[config.mk]
export PLATFORM = sky130hd
export DESIGN_NAME = conv_mac_sched_flat
export DESIGN_NICKNAME = d
export VERILOG_FILES = /design/src/rtl/conv_mac_sched_if.sv /design/src/rtl/conv_mac_sched.sv /design/src/flat_wrapper.sv
export SDC_FILE = /design/constraint.sdc
export NUM_CORES = 1
export LEC_CHECK = 0
export CORE_MARGIN = 2
export CORE_UTILIZATION = 35
export DETAILED_ROUTE_END_ITERATION = 7
export PLACE_DENSITY = 0.59
export REMOVE_ABC_BUFFERS = 1
export SETUP_SLACK_MARGIN = 0.5
export SLEW_MARGIN = 20
export SYNTH_ARGS = -nofsm -noshare
export SYNTH_HDL_FRONTEND = slang
export SYNTH_HIERARCHICAL = 1
export SYNTH_SLANG_ARGS = --single-unit
[constraint.sdc]
create_clock -name clk -period 12.29 [get_ports clk]
set_input_delay 3.0725 -clock clk [delete_from_list [all_inputs] [get_ports clk]]
set_output_delay 3.0725 -clock clk [all_outputs]
set_load 0.02 [all_outputs]
[src/rtl/conv_mac_sched_if.sv]
// Handshake bundle for conv_mac_sched: weight writes,
// window input stream and result output stream.
interface conv_mac_sched_if #(
  parameter int TAPS  = 9,
  parameter int ACC_W = 12
);
  logic                w_we;
  logic [3:0]          w_addr;
  logic [3:0]          w_data;
  logic                in_valid;
  logic                in_ready;
  logic [TAPS*4-1:0]   in_window;
  logic                out_valid;
  logic                out_ready;
  logic [ACC_W-1:0]    out_data;
  logic                busy;

  modport master (
    output w_we, w_addr, w_data,
    output in_valid, in_window, out_ready,
    input  in_ready, out_valid, out_data, busy
  );

  modport slave (
    input  w_we, w_addr, w_data,
    input  in_valid, in_window, out_ready,
    output in_ready, out_valid, out_data, busy
  );
endinterface

[src/rtl/conv_mac_sched.sv]
// Time-multiplexed 3x3 conv MAC over one shared Vedic 4x4 multiplier.
// Optional CONV_MAC_SAT_EN clamps the emitted result to 255.
module vedic_mul_2x2 (
  input  logic [1:0] a,
  input  logic [1:0] b,
  output logic [3:0] p
);
  logic c1;
  assign c1   = a[1] & b[0] & a[0] & b[1];
  assign p[0] = a[0] & b[0];
  assign p[1] = (a[1] & b[0]) ^ (a[0] & b[1]);
  assign p[2] = (a[1] & b[1]) ^ c1;
  assign p[3] = a[1] & b[1] & c1;
endmodule

module Vedic_mul_4x4 (
  input  logic [3:0] a,
  input  logic [3:0] b,
  output logic [7:0] p
);
  logic [3:0] q0, q1, q2, q3;
  logic [5:0] mid;

  vedic_mul_2x2 u_ll (.a(a[1:0]), .b(b[1:0]), .p(q0));
  vedic_mul_2x2 u_hl (.a(a[3:2]), .b(b[1:0]), .p(q1));
  vedic_mul_2x2 u_lh (.a(a[1:0]), .b(b[3:2]), .p(q2));
  vedic_mul_2x2 u_hh (.a(a[3:2]), .b(b[3:2]), .p(q3));

  // cross terms plus the carry-out of the low partial product
  assign mid    = 6'(q1) + 6'(q2) + 6'(q0[3:2]);
  assign p[1:0] = q0[1:0];
  assign p[7:2] = mid + {q3, 2'b00};
endmodule

module conv_mac_sched #(
  parameter int TAPS  = 9,
  parameter int ACC_W = 12
) (
  input  logic              clk,
  input  logic              rst,
  conv_mac_sched_if.slave   bus
);
  typedef enum logic [1:0] {
    IDLE,
    MAC,
    DONE
  } state_t;

  localparam logic [3:0] LAST = 4'(TAPS - 1);
  localparam logic [3:0] NTAP = 4'(TAPS);

  state_t            state;
  logic [3:0]        tap;
  logic [TAPS*4-1:0] win;
  logic [TAPS*4-1:0] wts;
  logic [ACC_W-1:0]  acc;
  logic [ACC_W-1:0]  sum;
  logic [ACC_W-1:0]  res;
  logic [3:0]        pix;
  logic [3:0]        wt;
  logic [7:0]        prod;
  logic              ready_q;
  logic              valid_q;
  logic              busy_q;
  logic [ACC_W-1:0]  data_q;

  assign pix = win[{tap, 2'b00} +: 4];
  assign wt  = wts[{tap, 2'b00} +: 4];

  Vedic_mul_4x4 u_mul (.a(pix), .b(wt), .p(prod));

  assign sum = acc + ACC_W'(prod);

`ifdef CONV_MAC_SAT_EN
  assign res = (sum > ACC_W'(255)) ? ACC_W'(255) : sum;
`else
  assign res = sum;
`endif

  always_ff @(posedge clk or posedge rst) begin
    if (rst) begin
      wts <= '0;
    end else if (state == IDLE && bus.w_we && bus.w_addr < NTAP) begin
      wts[{bus.w_addr, 2'b00} +: 4] <= bus.w_data;
    end
  end

  always_ff @(posedge clk or posedge rst) begin
    if (rst) begin
      state   <= IDLE;
      tap     <= '0;
      acc     <= '0;
      win     <= '0;
      ready_q <= 1'b1;
      valid_q <= 1'b0;
      busy_q  <= 1'b0;
      data_q  <= '0;
    end else begin
      unique case (state)
        IDLE: begin
          if (bus.in_valid) begin
            win     <= bus.in_window;
            acc     <= '0;
            tap     <= '0;
            ready_q <= 1'b0;
            busy_q  <= 1'b1;
            state   <= MAC;
          end
        end
        MAC: begin
          acc <= sum;
          if (tap == LAST) begin
            data_q  <= res;
            valid_q <= 1'b1;
            state   <= DONE;
          end else begin
            tap <= tap + 4'd1;
          end
        end
        DONE: begin
          // result and valid stay frozen until the writer takes them
          if (bus.out_ready) begin
            valid_q <= 1'b0;
            busy_q  <= 1'b0;
            ready_q <= 1'b1;
            state   <= IDLE;
          end
        end
        default: state <= IDLE;
      endcase
    end
  end

  assign bus.in_ready  = ready_q;
  assign bus.out_valid = valid_q;
  assign bus.out_data  = data_q;
  assign bus.busy      = busy_q;
endmodule

[src/flat_wrapper.sv]
// flat-port wrapper written by rule: the top's interface ports become plain ports
module conv_mac_sched_flat 
#(
  parameter int TAPS  = 9,
  parameter int ACC_W = 12
)
  (clk, rst, bus_w_we, bus_w_addr, bus_w_data, bus_in_valid, bus_in_window, bus_out_ready, bus_in_ready, bus_out_valid, bus_out_data, bus_busy);
  conv_mac_sched_if #(.TAPS(TAPS), .ACC_W(ACC_W)) bus_i ();
  input  logic clk;
  input  logic rst;
  input wire logic [$bits(bus_i.w_we)-1:0] bus_w_we;
  input wire logic [$bits(bus_i.w_addr)-1:0] bus_w_addr;
  input wire logic [$bits(bus_i.w_data)-1:0] bus_w_data;
  input wire logic [$bits(bus_i.in_valid)-1:0] bus_in_valid;
  input wire logic [$bits(bus_i.in_window)-1:0] bus_in_window;
  input wire logic [$bits(bus_i.out_ready)-1:0] bus_out_ready;
  output wire logic [$bits(bus_i.in_ready)-1:0] bus_in_ready;
  output wire logic [$bits(bus_i.out_valid)-1:0] bus_out_valid;
  output wire logic [$bits(bus_i.out_data)-1:0] bus_out_data;
  output wire logic [$bits(bus_i.busy)-1:0] bus_busy;
  assign bus_i.w_we = bus_w_we;
  assign bus_i.w_addr = bus_w_addr;
  assign bus_i.w_data = bus_w_data;
  assign bus_i.in_valid = bus_in_valid;
  assign bus_i.in_window = bus_in_window;
  assign bus_i.out_ready = bus_out_ready;
  assign bus_in_ready = bus_i.in_ready;
  assign bus_out_valid = bus_i.out_valid;
  assign bus_out_data = bus_i.out_data;
  assign bus_busy = bus_i.busy;
  conv_mac_sched #(.TAPS(TAPS), .ACC_W(ACC_W)) u_core (.clk(clk), .rst(rst), .bus(bus_i));
endmodule
# Yosys cells after proc, flatten, opt, wreduce, memory -nomap -nowiden
# Index checks and enable logic that the tools add are counted.
# totals
out_inout_bits	15
wordCells	94
reg_bits	105
# classes
addsub	6
n_shift	4
muxes	18
eq_ne	7
bitwise_logic	36
order_cmp	1
reduce_logical	13
# op_table
cell	count
36-bit by 7-bit variable part select with 4-bit output	2
36-bit bitwise mux	1
4-bit by 8-bit variable shift with 36-bit output (first input constant)	1
4-bit by 8-bit variable part select with 36-bit output	1
1-bit AND	28
12-bit one-hot mux with 2 select lines	1
12-bit by 8-bit adder with 12-bit output	1
12-bit 2-to-1 mux	1
3-bit AND reduction	4
4-bit 2-to-1 mux	2
6-bit negator with 8-bit output	1
4-bit one-hot mux with 2 select lines	1
1-bit XOR	8
5-bit by 2-bit adder with 6-bit output	1
6-bit adder	1
2-bit 2-to-1 mux	3
2-bit inequality test (second input constant)	3
1-bit one-hot mux with 2 select lines	3
2-bit one-hot mux with 3 select lines	1
2-bit AND reduction	3
2-bit nonzero test	3
4-bit by 4-bit adder with 5-bit output	1
1-bit 2-to-1 mux	5
4-bit by 1-bit adder with 4-bit output (second input constant)	1
7 further kinds	8

# Depth between registers and ports, before layout
# depth
word_depth	10
mapped_depth	23

# Modules after synthesis
# Netlist, hierarchy kept.
# modules_own_cells
module	cells_each	seq_area_each_um2	instances	area_each_um2
conv_mac_sched	493	2628.8	1	5191.2
Vedic_mul_4x4	27	0.0	1	249.0
vedic_mul_2x2	7	0.0	4	50.0

# Worst setup path after synthesis
# No wires, ideal clock.
# synth_path
kind	register to register
start	reg u_core.tap[0]
end	reg u_core.acc[11]
required_ns	12.221
arrival_time_ns	4.707
setup_slack_ns	7.514
synth_period_minus_slack_ns	4.776
n_path_buf	2
path_stages_with_launch	21
path_cell_list	dfrtp_1 -> buf_2 -> mux4_2 -> mux2i_1 -> o21ai_0 -> and2_4 -> and2_1 -> ha_1 -> fa_1 -> inv_1 -> fa_1 -> nand2b_1 -> a21oi_2 -> xor2_1 -> ha_1 -> buf_2 -> nand4_1 -> nor4_1 -> a21oi_1 -> or3_1 -> nand3_1
# synth_rtl
element	line	source
start: declaration	conv_mac_sched.sv:53	logic [3:0] tap;
start signal: assignment	conv_mac_sched.sv:117	tap <= tap + 4'd1;
36-bit by 7-bit variable part select with 4-bit output	conv_mac_sched.sv:68	assign wt = wts[{tap, 2'b00} +: 4];
net u_core.wt[0]	conv_mac_sched.sv:60	logic [3:0] wt;
1-bit AND	conv_mac_sched.sv:10	assign p[0] = a[0] & b[0];
net u_core.u_mul.q1[0]	conv_mac_sched.sv:21	logic [3:0] q0, q1, q2, q3;
4-bit by 4-bit adder with 5-bit output	conv_mac_sched.sv:30	assign mid = 6'(q1) + 6'(q2) + 6'(q0[3:2]);
5-bit by 2-bit adder with 6-bit output	conv_mac_sched.sv:30	
6-bit adder	conv_mac_sched.sv:32	assign p[7:2] = mid + {q3, 2'b00};
net u_core.prod[7]	conv_mac_sched.sv:61	logic [7:0] prod;
12-bit by 8-bit adder with 12-bit output	conv_mac_sched.sv:72	assign sum = acc + ACC_W'(prod);
12-bit one-hot mux with 2 select lines	conv_mac_sched.sv:99	unique case (state)
end signal: assignment	conv_mac_sched.sv:111	acc <= sum;
end: declaration	conv_mac_sched.sv:56	logic [ACC_W-1:0] acc;
# The timed path passes the listed nets, and every way through them passes these cells.
# A chain may end at the register's enable or synchronous reset.

# Worst setup path after layout
# layout_path
start	reg u_core.tap[0]
end	reg u_core.acc[11]
# layout_rtl
element	line	source
36-bit by 7-bit variable part select with 4-bit output	conv_mac_sched.sv:67	assign pix = win[{tap, 2'b00} +: 4];
net u_core.pix[0]	conv_mac_sched.sv:59	logic [3:0] pix;
1-bit AND	conv_mac_sched.sv:10	
net u_core.prod[0]	conv_mac_sched.sv:61	
12-bit by 8-bit adder with 12-bit output	conv_mac_sched.sv:72	
12-bit one-hot mux with 2 select lines	conv_mac_sched.sv:99	
# The timed path passes the listed nets, and every way through them passes these cells.

==> impl_results.md <==
- Status: complete, no violations
- Reg2reg end: u_core/acc[11]$_DFFE_PP0P_
- Clock share of power: a little under a quarter
- Slew @ Worst Pin: about 1.2 ns
- R2r startpoint: u_core/tap[0]$_DFFE_PP0P_
- HP Class: flop to flop
- Switching power: between 400 and 500 µW
- R2R cell count: 22
- H-tree levels: 3
- Unrepaired setup endpoints after global routing: no
- CP startpoint kind: flop
- Fin crit share: 44.9%
- Die area: between 15000 and 20000 µm²
- Placed Area: about 6500 µm²
- Max-slew violation count: 0
- Die Span Y: approximately 130 µm
- Area Overhead vs Synth: 20.5%
- CP endpoint: u_core/acc[11]$_DFFE_PP0P_
- Final setup TNS: 0 ns
- Worst-Skew Late Latency: 0.36 ns
- Worst rel slew slack: 22.3%
- Detailed router's first-iteration violation count: 228
- CTS Buf Count: 9
- Initial Utilization: a little over a third
- Placer Congestion: 0.894
- Crit. Startpoint: u_core/tap[0]$_DFFE_PP0P_
- CP arrival: slightly below 6 ns
- Number of I/O pins: 64
- Internal power: between 800 and 900 µW
- Avg Vias per Cell: ~4.9
- TritonCTS clock tree: done
- Reg2reg setup slack: between 6 and 7 ns
- Post-synthesis area per instance: 10.3 µm²
- Layout Utilization: 42.9%
- Crit. End Element: flop
- Syn. warnings: 6
- Largest net degree at the start of global routing: 81
- Syn Inst Count: 548
- Design area: just under 7000 µm²
- Initial antenna violation count: 0
- Kind of critical path: flop to flop
- Clock skew: 0.0135 ns
- Synth top area share: 46.1%
- Post-synth EDFFs: 0
- Layout cells sized above 1: between 10 and 15%
- Share of synthesized registers carrying an async set or reset: 100%
- PD cells: between 150 and 200 nW/µm²
- Synth area leaders: dfrtp_1 46%, nand2_1 11%, mux2_2 7.0%
- Antenna viol nets, final: 0
- Comb pwr share: 36.4%
- Core Box Area: between 15000 and 20000 µm²
- Post-route minimum period: 5.52 ns
- CTS sink count: 105
- Fin cells: ~800
- TritonRoute pass-1 iters: 4
- Routed wire length per instance: approximately 15 µm
- Cell taking the most area after synthesis: dfrtp_1
- Yosys cell types: between 40 and 50
- Post-synthesis sequential area ratio: between 40% and 50%
- Gr usage total: between 10% and 20%
- Rows: 46
- Hold_buf cts: 0
- Primary FF master, synth: dfrtp_1
- GR Overflow Total: 0
- Max Cap Violations: 0
- Synth Cell Area: 5640 µm²
- Seq pwr share: 41.0%
- #FFs+latches synth: between 100 and 150
- First-pass GRT wire length: 20.4 mm
- Worst-case clock buffer depth: 2
- Diode count: 0
- Via Count: ~4000
- Die W: about 130 µm
- Sw frac: a little over a third
- Fmax: around 180 MHz
- Detailed-placement wirelength estimate: 8.81 mm
- Placed Instances: between 800 and 900
- Routed wire length: approximately 12 mm
- Post-route DRC: 0
- Critical Path Fanout Max: 17
- Endpoints failing hold: 0
- Clock tree root driver cell: clkbuf_16
- Peak VDD IR: between 0.07 and 0.08 mV
- Post-CTS Setup Bufs: 0
- Pleak: between 0.003 and 0.004 µW
- # port buffers: 63
- Filler cells: around 1500
- Required @ worst endpoint: approximately 13 ns
- Reg clk slew, reported paths: around 0.07 ns
- Vias in the first global route: around 4100
- Final setup vio count: 0
- Final Net Count: 679
- CTS resizes: 0
-- power by group through the flow --
stage	logic, µW	clock network [µW]	registers (µW)
6_report	480	298	540
5_1_grt	539	326	557
4_1_cts	487	309	543
3_5_place_dp	484	0	550
3_3_place_gp	471	0	544
2_1_floorplan	322	0	547
-- layer usage --
metal | track usage [%] | vias to the layer above | part of all wire, %
li1 | - | 1969 | -
met1 | 20.6 | 1951 | 48
met2 | 24.4 | 76 | 47
met3 | 3.95 | 12 | 2.9
met4 | 4.76 | 0 | 1.9
met5 | 0 | - | 0
-- per-stage QoR --
step / hold WS [ns] / setup WS [ns] / power, µW
floorplan: 0.440 / 6.46 / 869
global placement: 0.455 / 6.82 / 1020
detailed placement: 0.461 / 6.74 / 1030
CTS: 0.479 / 6.71 / 1340
global route: 0.503 / 6.36 / 1420
finish: 0.471 / 6.77 / 1320
-- synth_stat cells (6+ instances only) --
library cell and n:
dfrtp_1 104, fa_1 6, and2_1 11, ha_1 21, nand2_1 165, nand3_1 8, nor2_1 19, clkbuf_1 10
xor2_1 14, buf_2 9, mux2_2 35, xnor2_1 6, inv_1 17, a22o_1 7, mux4_2 16, a21o_1 6
a21oi_1 11, mux2i_1 8, o21ai_0 20
-- worst min path at each step --
stage                                                  start                                  to  slack (ns)  cells after the start
after floorplan                   u_core/win[10]$_DFFE_PP0P_          u_core/win[10]$_DFFE_PP0P_        0.44                      2
after global placement             u_core/win[5]$_DFFE_PP0P_           u_core/win[5]$_DFFE_PP0P_        0.46                      2
after detailed placement          u_core/win[24]$_DFFE_PP0P_          u_core/win[24]$_DFFE_PP0P_        0.46                      2
after CTS                 u_core/bus.out_data[5]$_DFFE_PP0P_  u_core/bus.out_data[5]$_DFFE_PP0P_        0.48                      2
after global routing              u_core/win[24]$_DFFE_PP0P_          u_core/win[24]$_DFFE_PP0P_        0.50                      2
final                     u_core/bus.out_data[6]$_DFFE_PP0P_  u_core/bus.out_data[6]$_DFFE_PP0P_        0.47                      2
-- critical path, cell delays in order (launching register included) --
cell	delay, ns
dfrtp_1	0.57
buf_4	0.39
mux4_2	0.54
mux2i_1	0.19
o21ai_0	0.23
and2_4	0.22
and2_1	0.15
ha_1	0.27
inv_1	0.05
fa_1	0.42
inv_1	0.06
ha_1	0.15
inv_1	0.05
fa_1	0.40
nand2b_1	0.18
a21oi_2	0.13
xor2_1	0.08
ha_1	0.42
nand4_1	0.13
nor4_1	0.25
a21oi_1	0.13
or3_1	0.32
nand3_1	0.09
-- flip-flops by register name, indices dropped and copies added, names as in the netlist --
signal / cells
u_core/win: 36
u_core/wts: 36
u_core/acc: 12
u_core/bus.out_data: 12
u_core/tap: 4
u_core/state: 2
u_core/bus.busy: 1
u_core/bus.in_ready: 1
u_core/bus.out_valid: 1
-- logic make-up after synthesis --
group           count (synthesis)  synth area share [%]
simple gates                  236                  18.7
fa+ha+maj                      27                  6.79
mux                            61                  15.2
buf+inv                        39                  2.80
xor+xnor                       20                  3.11
compound gates                 60                  6.85
flops                         105                  46.6
-- layout make-up --
class	instances	area [µm²]	share of cell area, %
multi-input cells	404	2860	42.0
clock buffers	10	239	3.52
inverters	17	66.3	0.976
repair buffers	66	657	9.67
clock inverters	6	76.3	1.12
flip-flops and latches	105	2630	38.7
well taps	216	270	3.98
-- cell usage in the layout (no fill, tap or decap), types with 4 or more instances in the layout --
master / count
fa_1: 6
a22o_1: 7
clkdlybuf4s50_1: 63
xor2_1: 14
inv_1: 16
clkbuf_16: 9
a21o_1: 6
mux2i_1: 8
nand2_1: 165
nand3_1: 8
nor2_1: 18
mux4_2: 16
xnor2_1: 6
and2_1: 11
mux2_2: 35
ha_1: 21
and2_4: 4
nand2_2: 4
o21ai_0: 20
a21oi_1: 11
and3_1: 4
dfrtp_1: 104
No activity file was read; power rests on OpenSTA's default activity.
